$ cat src/rtl/battle_pkg.sv
// Shared battle-screen constants: state encoding, battle box bounds, heart start
// position and the movement and invulnerability timing used by the heart controller.
package battle_pkg;

    typedef enum logic [1:0] {
        IDLE   = 2'd0,
        MOVE   = 2'd1,
        IFRAME = 2'd2
    } heart_state_t;

    localparam int POS_X_W = 10;
    localparam int POS_Y_W = 9;

    localparam logic [POS_X_W-1:0] X_INIT    = 10'd310;
    localparam logic [POS_X_W-1:0] BOX_X_MIN = 10'd217;
    localparam logic [POS_X_W-1:0] BOX_X_MAX = 10'd402;
    localparam logic [POS_Y_W-1:0] Y_INIT    = 9'd290;
    localparam logic [POS_Y_W-1:0] BOX_Y_MIN = 9'd200;
    localparam logic [POS_Y_W-1:0] BOX_Y_MAX = 9'd375;

    localparam int              STEP_W = 4;
    localparam logic [STEP_W-1:0] STEP = 4'd5;

    // BLINK_FRAMES must be a power of two so one counter bit gives the blink phase
    localparam int IFRAME_FRAMES = 60;
    localparam int BLINK_FRAMES  = 4;
    localparam int IFRAME_CNT_W  = $clog2(IFRAME_FRAMES + 1);

endpackage

$ cat src/rtl/axis_step_clamp.sv
// One axis of heart movement: steps the coordinate toward the pressed button
// and saturates the result to the battle box. Purely combinational.
module axis_step_clamp
    import battle_pkg::*;
#(
    parameter int W = 10
) (
    input  logic [W-1:0]      cur,
    input  logic              neg_btn,
    input  logic              pos_btn,
    input  logic [STEP_W-1:0] step,
    input  logic [W-1:0]      min,
    input  logic [W-1:0]      max,
    output logic [W-1:0]      next
);

    localparam int SW = 11;

    logic signed [SW-1:0] cur_s;
    logic signed [SW-1:0] step_s;
    logic signed [SW-1:0] sum;

    // Signed arithmetic lets an overshoot below the box saturate instead of wrapping
    always_comb begin
        cur_s  = signed'(SW'(cur));
        step_s = signed'(SW'(step));
        sum    = cur_s;
        if (pos_btn && !neg_btn) begin
            sum = cur_s + step_s;
        end else if (neg_btn && !pos_btn) begin
            sum = cur_s - step_s;
        end
        if (sum < signed'(SW'(min))) begin
            next = min;
        end else if (sum > signed'(SW'(max))) begin
            next = max;
        end else begin
            next = sum[W-1:0];
        end
    end

endmodule

$ cat src/rtl/heart_move_ctrl.sv
// Per-frame heart movement and hit/invulnerability sequencer for the battle screen.
// Optional HEART_SLOW_EN: btn_slow halves the per-frame step.
module heart_move_ctrl
    import battle_pkg::*;
(
    input  logic               Pclk,
    input  logic               rst,
    input  logic               enable,
    input  logic               frame_tick,
    input  logic               btn_up,
    input  logic               btn_down,
    input  logic               btn_left,
    input  logic               btn_right,
    input  logic               btn_slow,
    input  logic               hit,
    output logic [POS_X_W-1:0] heart_x,
    output logic [POS_Y_W-1:0] heart_y,
    output logic               heart_visible,
    output logic               invuln,
    output logic               hp_dec
);

    localparam logic [IFRAME_CNT_W-1:0] IFRAME_LOAD = IFRAME_CNT_W'(IFRAME_FRAMES);
    localparam logic [IFRAME_CNT_W-1:0] BLINK_MASK  = IFRAME_CNT_W'(BLINK_FRAMES);

    heart_state_t             state, state_next;
    logic [IFRAME_CNT_W-1:0]  iframe_cnt, cnt_next;
    logic [POS_X_W-1:0]       x_next, x_stepped;
    logic [POS_Y_W-1:0]       y_next, y_stepped;
    logic                     hp_dec_next;
    logic [STEP_W-1:0]        step_cur;
    logic                     blink_off;

`ifdef HEART_SLOW_EN
    assign step_cur = btn_slow ? (STEP >> 1) : STEP;
`else
    logic slow_unused;
    assign slow_unused = btn_slow;
    assign step_cur    = STEP;
`endif

    axis_step_clamp #(.W(POS_X_W)) u_axis_x (
        .cur     (heart_x),
        .neg_btn (btn_left),
        .pos_btn (btn_right),
        .step    (step_cur),
        .min     (BOX_X_MIN),
        .max     (BOX_X_MAX),
        .next    (x_stepped)
    );

    axis_step_clamp #(.W(POS_Y_W)) u_axis_y (
        .cur     (heart_y),
        .neg_btn (btn_up),
        .pos_btn (btn_down),
        .step    (step_cur),
        .min     (BOX_Y_MIN),
        .max     (BOX_Y_MAX),
        .next    (y_stepped)
    );

    always_ff @(posedge Pclk or posedge rst) begin
        if (rst) begin
            state      <= IDLE;
            iframe_cnt <= '0;
            heart_x    <= X_INIT;
            heart_y    <= Y_INIT;
            hp_dec     <= 1'b0;
        end else begin
            state      <= state_next;
            iframe_cnt <= cnt_next;
            heart_x    <= x_next;
            heart_y    <= y_next;
            hp_dec     <= hp_dec_next;
        end
    end

    // Dropping enable overrides everything, including a hit in the same cycle
    always_comb begin
        state_next  = state;
        cnt_next    = iframe_cnt;
        x_next      = heart_x;
        y_next      = heart_y;
        hp_dec_next = 1'b0;
        if (!enable) begin
            state_next = IDLE;
            cnt_next   = '0;
            x_next     = X_INIT;
            y_next     = Y_INIT;
        end else begin
            case (state)
                IDLE: begin
                    state_next = MOVE;
                    x_next     = X_INIT;
                    y_next     = Y_INIT;
                end
                MOVE: begin
                    if (frame_tick) begin
                        x_next = x_stepped;
                        y_next = y_stepped;
                    end
                    if (hit) begin
                        hp_dec_next = 1'b1;
                        cnt_next    = IFRAME_LOAD;
                        state_next  = IFRAME;
                    end
                end
                IFRAME: begin
                    if (frame_tick) begin
                        x_next   = x_stepped;
                        y_next   = y_stepped;
                        cnt_next = iframe_cnt - 1'b1;
                        if (iframe_cnt == IFRAME_CNT_W'(1)) begin
                            state_next = MOVE;
                        end
                    end
                end
                default: state_next = IDLE;
            endcase
        end
    end

    // Blink phase is taken from frames elapsed so the first half-period is visible
    assign blink_off     = |((IFRAME_LOAD - iframe_cnt) & BLINK_MASK);
    assign invuln        = (state == IFRAME);
    assign heart_visible = (state == MOVE) || ((state == IFRAME) && !blink_off);

endmodule

$ cat config.mk
export PLATFORM = sky130hd
export DESIGN_NAME = heart_move_ctrl
export DESIGN_NICKNAME = d
export VERILOG_FILES = /design/src/rtl/battle_pkg.sv /design/src/rtl/axis_step_clamp.sv /design/src/rtl/heart_move_ctrl.sv
export SDC_FILE = /design/constraint.sdc
export NUM_CORES = 1
export LEC_CHECK = 0
export CORE_UTILIZATION = 55
export DETAILED_ROUTE_END_ITERATION = 7
export GPL_TIMING_DRIVEN = 0
export PLACE_DENSITY = 0.81
export RECOVER_POWER = 100
export SYNTH_ARGS = -nofsm -noshare
export SYNTH_HDL_FRONTEND = slang
export SYNTH_HIERARCHICAL = 1
export SYNTH_SLANG_ARGS = --single-unit
$ cat constraint.sdc
create_clock -name Pclk -period 6.95 [get_ports Pclk]
set_input_delay 0.695 -clock Pclk [delete_from_list [all_inputs] [get_ports Pclk]]
set_output_delay 0.695 -clock Pclk [all_outputs]
set_load 0.01 [all_outputs]
# ---- Word-level counts from Yosys, hierarchy flattened
# Cells that the tools add are included.
dict set report word_totals {
  out_inout_bits 22
  inputBits 10
  word_cells 66
  reg_bits 28
}
dict set report classes {
  muxes 26
  magnitude_cmp 4
  n_reduce_logical 16
  n_eq_ne 9
  addsub 6
}
# cell count
set op_table {}
lappend op_table {{11-bit 2-to-1 mux} 4}
lappend op_table {{10-bit 2-to-1 mux} 4}
lappend op_table {{9-bit 2-to-1 mux} 4}
lappend op_table {{11-bit by 10-bit > comparator with 1-bit output (second input constant)} 2}
lappend op_table {{11-bit by 9-bit less-than comparator with 1-bit output (second input constant)} 2}
lappend op_table {{10-bit one-hot mux with 2 select lines} 1}
lappend op_table {{6-bit 2-to-1 mux} 3}
lappend op_table {{9-bit one-hot mux with 2 select lines} 1}
lappend op_table {{6-bit one-hot mux with 2 select lines} 1}
lappend op_table {{10-bit by 3-bit adder with 11-bit output (second input constant)} 1}
lappend op_table {{10-bit by 3-bit subtractor with 11-bit output (second input constant)} 1}
lappend op_table {{9-bit by 3-bit adder with 10-bit output (second input constant)} 1}
lappend op_table {{9-bit by 3-bit subtractor with 10-bit output (second input constant)} 1}
lappend op_table {{3-bit by 2-bit != test with 1-bit output (second input constant)} 3}
lappend op_table {{2-bit 2-to-1 mux} 4}
lappend op_table {{6-bit by 1-bit == test with 1-bit output (second input constant)} 1}
lappend op_table {{3-bit != test (second input constant)} 2}
lappend op_table {{2-bit one-hot mux with 3 select lines} 1}
lappend op_table {{3-bit AND reduction} 2}
lappend op_table {{6-bit by 1-bit subtractor with 6-bit output (second input constant)} 1}
lappend op_table {{1-bit logical AND} 5}
lappend op_table {{1-bit logical NOT} 5}
lappend op_table {{1-bit 2-to-1 mux} 3}
lappend op_table {{3-bit by 1-bit != test with 1-bit output (second input constant)} 1}
lappend op_table {{7 further kinds} 7}

# ---- Longest topological paths before layout
dict set report depth {
  word_depth 10
  depth_mapped 17
  mapped_depth_nobuf 16
}

# ---- By module
# Netlist, hierarchy kept.
# module cells_per_inst n_inst area_each_um2 seq_area_each_um2
set by_module_without_submodules {}
lappend by_module_without_submodules {{axis_step_clamp at u_axis_x} 189 1 1443.9 0.0}
lappend by_module_without_submodules {heart_move_ctrl 153 1 1392.6 710.7}
lappend by_module_without_submodules {{axis_step_clamp at u_axis_y} 159 1 1216.2 0.0}

# ---- Worst setup path after synthesis
# Ideal clock, no wire load.
dict set report synth_path {
  kind {reg-to-reg}
  startpoint {register heart_x[2]}
  endpoint {register heart_x[1]}
  path_stages_with_launch 16
  required_ns 6.871
  setup_time_ns 0.079
  path_buffers 0
  arrival_ns 3.533
  slack_ns 3.338
  period_less_slack_ns 3.612
  cell_sequence {dfstp_2 -> ha_1 -> nor3b_1 -> o31a_1 -> o211a_1 -> or3_1 -> and2_1 -> ha_1 -> nand3_1 -> a221oi_1 -> or3b_2 -> nand3_4 -> mux2i_1 -> a21oi_1 -> nor3_1 -> nor2_1}
}
dict set report synth_between {
  elab_chain_len 9
  word_cells_on_any_way 11
  cone_classes {add/sub: 2; order compare: 2; mux: 7}
}
# element line
set synth_rtl {}
lappend synth_rtl {{start, declared} heart_move_ctrl.sv:16} ;# output logic [POS_X_W-1:0] heart_x,
lappend synth_rtl {{start signal, assigned} heart_move_ctrl.sv:72} ;# heart_x <= x_next;
lappend synth_rtl {{10-bit by 3-bit subtractor with 11-bit output} axis_step_clamp.sv:31} ;# sum = cur_s - step_s;
lappend synth_rtl {{11-bit 2-to-1 mux} axis_step_clamp.sv:30} ;# end else if (neg_btn && !pos_btn) begin
lappend synth_rtl {{11-bit 2-to-1 mux (*)} axis_step_clamp.sv:28} ;# if (pos_btn && !neg_btn) begin
lappend synth_rtl {{11-bit by 10-bit > comparator with 1-bit output} axis_step_clamp.sv:35} ;# end else if (sum > signed'(SW'(max))) begin
lappend synth_rtl {{10-bit 2-to-1 mux} axis_step_clamp.sv:35}
lappend synth_rtl {{10-bit 2-to-1 mux (*)} axis_step_clamp.sv:33} ;# if (sum < signed'(SW'(min))) begin
lappend synth_rtl {{named net x_stepped[1]} heart_move_ctrl.sv:28} ;# logic [POS_X_W-1:0] x_next, x_stepped;
lappend synth_rtl {{10-bit 2-to-1 mux (*)} {heart_move_ctrl.sv:98, heart_move_ctrl.sv:109}}
lappend synth_rtl {{10-bit one-hot mux with 2 select lines (*)} heart_move_ctrl.sv:91} ;# case (state)
lappend synth_rtl {{10-bit 2-to-1 mux (*)} heart_move_ctrl.sv:85} ;# if (!enable) begin
# The timed path passes the listed nets; every way through them passes the cells marked *. The select of a mux whose other input is x is not followed.
# A chain may end at the register's enable or synchronous reset.

# ---- Worst setup path in the final report
dict set report layout_path {
  startpoint {input port btn_up}
  endpoint {register heart_y[7]}
}
dict set report layout_between {
  elab_chain_len 9
  word_cells_on_any_way 12
  cone_classes {order compare: 2; mux: 7; reduce/logical: 3}
}
# element line
set layout_rtl {}
lappend layout_rtl {{start, declared} heart_move_ctrl.sv:10} ;# input logic btn_up,
lappend layout_rtl {{1-bit logical AND / 1-bit logical NOT (equally long branches)} {axis_step_clamp.sv:30, axis_step_clamp.sv:28}}
lappend layout_rtl {{11-bit 2-to-1 mux / 1-bit logical AND (equally long branches)} {axis_step_clamp.sv:30, axis_step_clamp.sv:28}}
lappend layout_rtl {{11-bit 2-to-1 mux (*)} axis_step_clamp.sv:28}
lappend layout_rtl {{11-bit by 10-bit > comparator with 1-bit output} axis_step_clamp.sv:35}
lappend layout_rtl {{9-bit 2-to-1 mux} axis_step_clamp.sv:35}
lappend layout_rtl {{9-bit 2-to-1 mux (*)} axis_step_clamp.sv:33}
lappend layout_rtl {{named net y_stepped[7]} heart_move_ctrl.sv:29} ;# logic [POS_Y_W-1:0] y_next, y_stepped;
lappend layout_rtl {{9-bit 2-to-1 mux (*)} {heart_move_ctrl.sv:98, heart_move_ctrl.sv:109}}
lappend layout_rtl {{9-bit one-hot mux with 2 select lines (*)} heart_move_ctrl.sv:91}
lappend layout_rtl {{9-bit 2-to-1 mux (*)} heart_move_ctrl.sv:85}
lappend layout_rtl {{end signal, assigned} heart_move_ctrl.sv:73} ;# heart_y <= y_next;
lappend layout_rtl {{end, declared} heart_move_ctrl.sv:17} ;# output logic [POS_Y_W-1:0] heart_y,
# Marked as above.

==> summary.txt <==
Outcome
  • Outcome: complete, no violations

Synth
  • Netlist cell types: 75
  • Syn avg cell area: 8.09 µm²
  • Post-synth EDFFs: 0
  • Top FF cell, synth: dfrtp_1
  • Seq/Total Area, Yosys: 17.5%
  • Synth Cell Area: 4050 µm²
  • Post-Syn Instances: 501
  • Synth warn: 6
  • Yosys reg bits: 28
  • Post-synthesis async set-or-reset flop share: 100%

Drt
  • Wirelength per Cell: 14.1 µm
  • Wl on met1: 4660 µm
  • Detailed-route via count: 3,911
  • Drt drc: 0
  • Met2 wire length: 4840 µm
  • First-pass iteration count of the detailed router: 6
  • ANT nets after route: 0
  • Drt total wl: 10,000 µm
  • Via/cell ratio: 5.49
  • Metal3 WL: 407 µm
  • Starting DRT DRC Count: 199
  • Highest routed layer: met4

Floorplanning
  • Core area: 6940 µm²
  • Die height: 87.8 µm
  • FP Rows: 30
  • Die width: 87.8 µm
  • Initial Util: 58.4%
  • Die area: 7720 µm²
  • IO Pins: 32

Setup path
  • CP endpoint kind: register
  • Critical path, cell by cell: dlygate4sd3_1, or3b_1, or3_1, o31a_1, a211oi_1, ha_1, and3_1, nand3_1, o21ai_0, o32ai_1, clkbuf_1, mux2i_1, mux2i_1, nand3_1, nand2_1
  • Worst-path fanout max: 9
  • Critical-path top delay cell: dlygate4sd3_1
  • Worst Path Arrival: 4.90 ns
  • Worst EP required: 7.12 ns
  • CP Class: in -> reg
  • Startpoint Class: input pin
  • CP max stage delay: 0.61 ns

Timing
  • Final min period: 4.73 ns
  • Fin crit share: 68.1%
  • Worst Max-Slew Pin Slew: 1.07 ns
  • Final setup vio count: 0
  • Clock skew: 0.00327 ns
  • Final hold vios: 0
  • Max Clk Rate: 211 MHz
  • Setup tns final: 0 ns
  • Worst relative slew slack: 28.7%
  • Fin. max-slew vios: 0
  • RSZ-0062 raised after global routing: no

Clocking
  • Total CTS buffers: 3
  • Maximum clock insertion buffer count: 2
  • Resized cells post-CTS: 0
  • Clock Tree Root: clkbuf_8
  • # hold bufs at CTS: 0
  • Clock transition at path regs: 0.10 ns
  • H-tree depth: 1
  • Post-CTS setup repair buffer count: 0
  • Worst-skew pair later-pin latency: 0.27 ns
  • CTS tree: yes
  • CTS Sinks: 28

Final layout
  • Share of layout cells above drive strength 1: 5.51%
  • Layout Nets: 690
  • Final Cell Area: 4810 µm²
  • Total inserted antenna cells: 0
  • Area grow syn2layout: 18.7%
  • Commonest cells after routing, fill and taps aside: 84 x conb_1, 64 x inv_1, 58 x ha_1
  • Leading cell type in the layout, fill and taps excluded: conb_1

Global route
  • Initial antenna violation count: 0
  • First-pass GRT wire length: 17,000 µm
  • Vias in the first global route: 3,654
  • Largest net degree at the start of global routing: 29
  • GRT overflow: 0
  • Global Route Usage Sum: 27.7%

Power and ir drop
  • Psw: 0.793 mW
  • VDD IR max: 217 µV
  • Logic gate share of total power: 72.1%
  • Pwr Total: 1.58 mW
  • Int Power: 0.787 mW
  • Sequential share of power: 19.7%
  • Static leakage: 2.46 nW
  • Sw Ratio: 50.2%
  • Pwr dens: 328 nW/µm²
  • Clk pwr share: 8.2%

Placement
  • Gpl congestion: 0.919
  • IO Port Bufs: 30
  • Post-place instance area: 4780 µm²
  • Hpwl dp: 8050 µm

Worst hold path
  • Min-Delay Path Class: reg -> reg

Run
  • Max cap viols: 0
[sequential cells by signal, indices dropped and copies added, names as in the netlist]
name,count
heart_x,10
heart_y,9
hp_dec,1
iframe_cnt,6
state,2
[cells by family after synthesis]
group / after synthesis / share of synthesized area (%)
AND/OR/NAND/NOR: 176 / 24.3
AO/OA/AOI/OAI: 117 / 20.1
buffers and inverters: 76 / 7.81
adder cells (fa/ha/maj): 62 / 19.9
multiplexers: 31 / 8.06
flip-flops: 28 / 17.5
XOR/XNOR: 9 / 2.13
other: 2 / 0.185
[cells in the mapped netlist (all sizes together) (3+ instances only)]
library cell   n  area share, %
a31oi          3           0.83
a211oi         8            1.7
nor3b          3           0.56
o21ai         19            2.3
nand2b         7            1.1
o21a           4           0.74
buf            8            1.4
mux2i         27            6.7
nand3b         4           0.74
a22oi          3           0.56
nand4          8            1.6
o221a          3           0.83
xor2           4            1.0
nor4           4           0.62
dfstp          8            5.2
o31ai          3           0.56
and2           7            1.1
mux2           4            1.4
o31a           4           0.86
nor3          17            2.1
clkbuf         4           0.46
a21o           4           0.74
fa             4            2.0
nand2         35            3.2
nand3         23            3.1
o22ai          8            1.2
a221oi         3           0.65
nor2b          7            1.1
xnor2          5            1.1
or3            4           0.86
a21oi         36            4.5
nor2          35            3.7
ha            58             18
dfrtp         20             12
and3           7            1.1
or4            3           0.74
inv           64            5.9
o211ai         4           0.74
and2b          3           0.59
[through the flow]
stage	hold WS [ns]	setup WS (ns)	std cells	util (%)
2_1_floorplan	0.521	3.34	583	-
3_3_place_gp	0.505	2.63	709	68.8
3_5_place_dp	0.510	2.48	709	68.8
4_1_cts	0.537	2.76	713	69.9
5_1_grt	0.559	2.01	713	69.3
6_report	0.533	2.22	713	69.3
[layer usage]
layer,global-route usage [%],up-vias
met2,47.8,111
met5,0,-
li1,-,1951
met1,38.5,1834
met4,4.47,0
met3,2.36,15
[worst max-delay path: cells and delay by family]
kind / cells / cell delay (ns)
and+or+nand+nor: 6 / 1.23
buffers and inverters: 2 / 1.17
AOI/OAI and AO/OA: 4 / 1.01
muxes: 2 / 0.44
adders and majority gates: 1 / 0.35
[layout make-up]
cell class	instances	area (µm²)
fillers	603	2130
well taps	96	120
flip-flops and latches	28	711
inverters	64	240
clock buffers	3	41.3
plain buffers	12	70.1
multi-input cells	479	3300
repair buffers	30	300
clock inverters	1	30.0
[worst paths after layout]
check,start,end,slack [ns],depth (start not counted)
max in group asynchronous,rst,heart_y[7]$_DFFE_PP0P_,5.20,2
min reg2reg,heart_x[4]$_DFFE_PP1P_,heart_x[4]$_DFFE_PP1P_,0.53,2
max reg2reg,heart_x[0]$_DFFE_PP0P_,heart_x[0]$_DFFE_PP0P_,2.50,16
min in group asynchronous,rst,heart_y[0]$_DFFE_PP0P_,1.11,2
max,btn_up,heart_y[7]$_DFFE_PP0P_,2.22,15
min,heart_x[4]$_DFFE_PP1P_,heart_x[4]$_DFFE_PP1P_,0.53,2
[power groups by stage]
stage | sequential [mW] | clock (mW) | combinational [mW]
2_1_floorplan | 0.313 | 0 | 0.815
3_3_place_gp | 0.313 | 0 | 1.10
3_5_place_dp | 0.318 | 0 | 1.14
4_1_cts | 0.315 | 0.132 | 1.14
5_1_grt | 0.322 | 0.139 | 1.26
6_report | 0.311 | 0.129 | 1.14
No activity file was read; power rests on OpenSTA's default activity.
==> patch (config.mk and constraints unchanged) <==
Build with the macro `HEART_SLOW_EN` defined.
--- a/src/rtl/heart_move_ctrl.sv
+++ b/src/rtl/heart_move_ctrl.sv
@@ -1,5 +1,7 @@
 // Per-frame heart movement and hit/invulnerability sequencer for the battle screen.
 // Optional HEART_SLOW_EN: btn_slow halves the per-frame step.
+`define HEART_SLOW_EN
+
 module heart_move_ctrl
     import battle_pkg::*;
 (
Function: changed (Yosys sat finds a counterexample within 4 cycles, from zero or initial values and one cycle with rst high).
==> patch against the unedited design <==
Design area is 0.94% lower; die area hardly changed; largest power group unchanged; register-to-register slack worse by 0.05 ns; setup slack worse by 0.74 ns; total power is 2.0% lower; highest routed layer unchanged; sequential cell count stayed put; via count is 0.26% lower; wire length is 1.3% lower; area after synthesis hardly changed.
==> patch: results (changes against the unedited design) <==
clock latency at the later pin of the worst-skew pair 0.27 ns (about the same); Pre-antenna DRT Iters 5 (-1); clk_skew 0.00372 ns (+0.000454 ns); Hold Path Class reg2reg; detailed placement HPWL 7940 um (-1.4%); Worst path most repeated cell nand3_1; final net count 677 (-1.9%); PortBufs 31 (+3.3%); ANT cells 0 (unchanged); clk slew on worst S/H paths 0.09 ns; Crit-path slowest cell dlygate4sd3_1; maximum VDD drop 0.000217 V (about the same); Max FO, Critical Path 10 (+1); ys async rst share 100% (unchanged); CP Data Arrival Time 5.64 ns (+0.74 ns); vias in the first global route 3,718 (+1.8%); status finished clean; clk root buf clkbuf_8; GRT Overall Usage 27.0% (-0.70 points); post-synthesis average cell area 8.08 um^2 (-0.11%); Rel. slew slack 29.3% (+0.60 points); initial antenna violation count 0 (unchanged); largest cells by area after synthesis ha_1 18%, dfrtp_1 12%, mux2i_1 6.7%, inv_1 6.0%, dfstp_2 5.2%; CP peak stage delay 0.70 ns (+0.09 ns); CP top delay family compound AO/OA/AOI/OAI gates; share of layout cells above drive strength 1 6.29% (+0.78 points); via/cell ratio 5.57 (+1.6%); Resize count post-CTS 0 (unchanged); first-pass GRT wire length 16,800 um (-1.7%); switch share 50.8% (+0.60 points); largest registers heart_x x10, heart_y x9, iframe_cnt x6; post-synthesis sequential area ratio 17.5% (about the same); commonest cells in the netlist 65 x inv_1, 58 x ha_1, 35 x a21oi_1, 35 x nand2_1, 31 x nor2_1; GPL Wtd Cong 0.917 (-0.26%); total wire length 9920 um (-1.3%); Cell Count, Final, Fillers Out 700 (-1.8%); cts bufs inserted 3 (unchanged); Leak 2.42 nW (-1.5%); DRT iter0 DRCs 254 (+28%)
[patch: cell count changes in the layout (fill, tap and decap cells not counted), sizes merged]
cell           delta
clkdlybuf4s50     +1
conb             -15
buf               +1
inv               +1
bufinv            -1
[patch: final cells by class]
| type | count | area [um^2] |
|---|---|---|
| Buffer | 12 | 71.3 |
| Clock buffer | 4 | 55.1 |
| Fill cell | 595 | 2180 |
| Inverter | 65 | 244 |
| Multi-Input combinational cell | 464 | 3260 |
| Sequential cell | 28 | 711 |
| Tap cell | 96 | 120 |
| Timing Repair Buffer | 31 | 310 |
[patch: cell families after synthesis]
family | Yosys count | share of synthesized area (%)
and+or+nand+nor | 176 | 24.3
AOI/OAI and AO/OA | 117 | 20.0
buffers and inverters | 77 | 7.90
adders and majority gates | 62 | 19.9
muxes | 31 | 8.05
DFF | 28 | 17.5
xor gates and xnor gates | 9 | 2.13
other | 2 | 0.185
[patch: worst paths after layout]
| kind | from | endpoint | slack, ns | depth (start not counted) |
|---|---|---|---|---|
| max in group asynchronous | rst | heart_y[3] | 5.18 | 2 |
| setup / recovery | btn_slow | heart_x[0] | 1.48 | 17 |
| min in group asynchronous | rst | iframe_cnt[4] | 1.13 | 2 |
| setup reg to reg | heart_x[2] | heart_x[0] | 2.45 | 14 |
| hold / removal | heart_y[4] | heart_y[4] | 0.52 | 2 |
| hold reg to reg | heart_y[4] | heart_y[4] | 0.52 | 2 |
[patch: through the flow]
step | utilization, % | area [um^2] | total power [mW] | hold WS [ns] | setup slack [ns]
CTS | 69.0 | 4790 | 1.56 | 0.529 | 1.93
global route | 68.6 | 4770 | 1.69 | 0.560 | 1.11
global placement | 68.2 | 4740 | 1.41 | 0.506 | 1.65
finish | 68.6 | 4770 | 1.55 | 0.521 | 1.48
detailed placement | 68.2 | 4740 | 1.45 | 0.509 | 1.65
floorplan | - | 4310 | 1.13 | 0.521 | 2.88
[patch: power by group through the flow]
stage,combinational [mW],sequential [mW],clock (mW)
floorplan,0.814,0.313,0
global placement,1.09,0.316,0
detailed placement,1.13,0.317,0
CTS,1.14,0.315,0.103
global route,1.26,0.322,0.109
finish,1.14,0.312,0.0993
[patch: metal layers]
| metal | GRT usage [%] | share of wire [%] | wire length (um) |
|---|---|---|---|
| met1 | 35.8 | 47 | 4640 |
| met2 | 47.4 | 47 | 4700 |
| met3 | 3.77 | 4.8 | 475 |
| met4 | 4.77 | 0.98 | 97 |
| met5 | 0 | 0 | 0 |
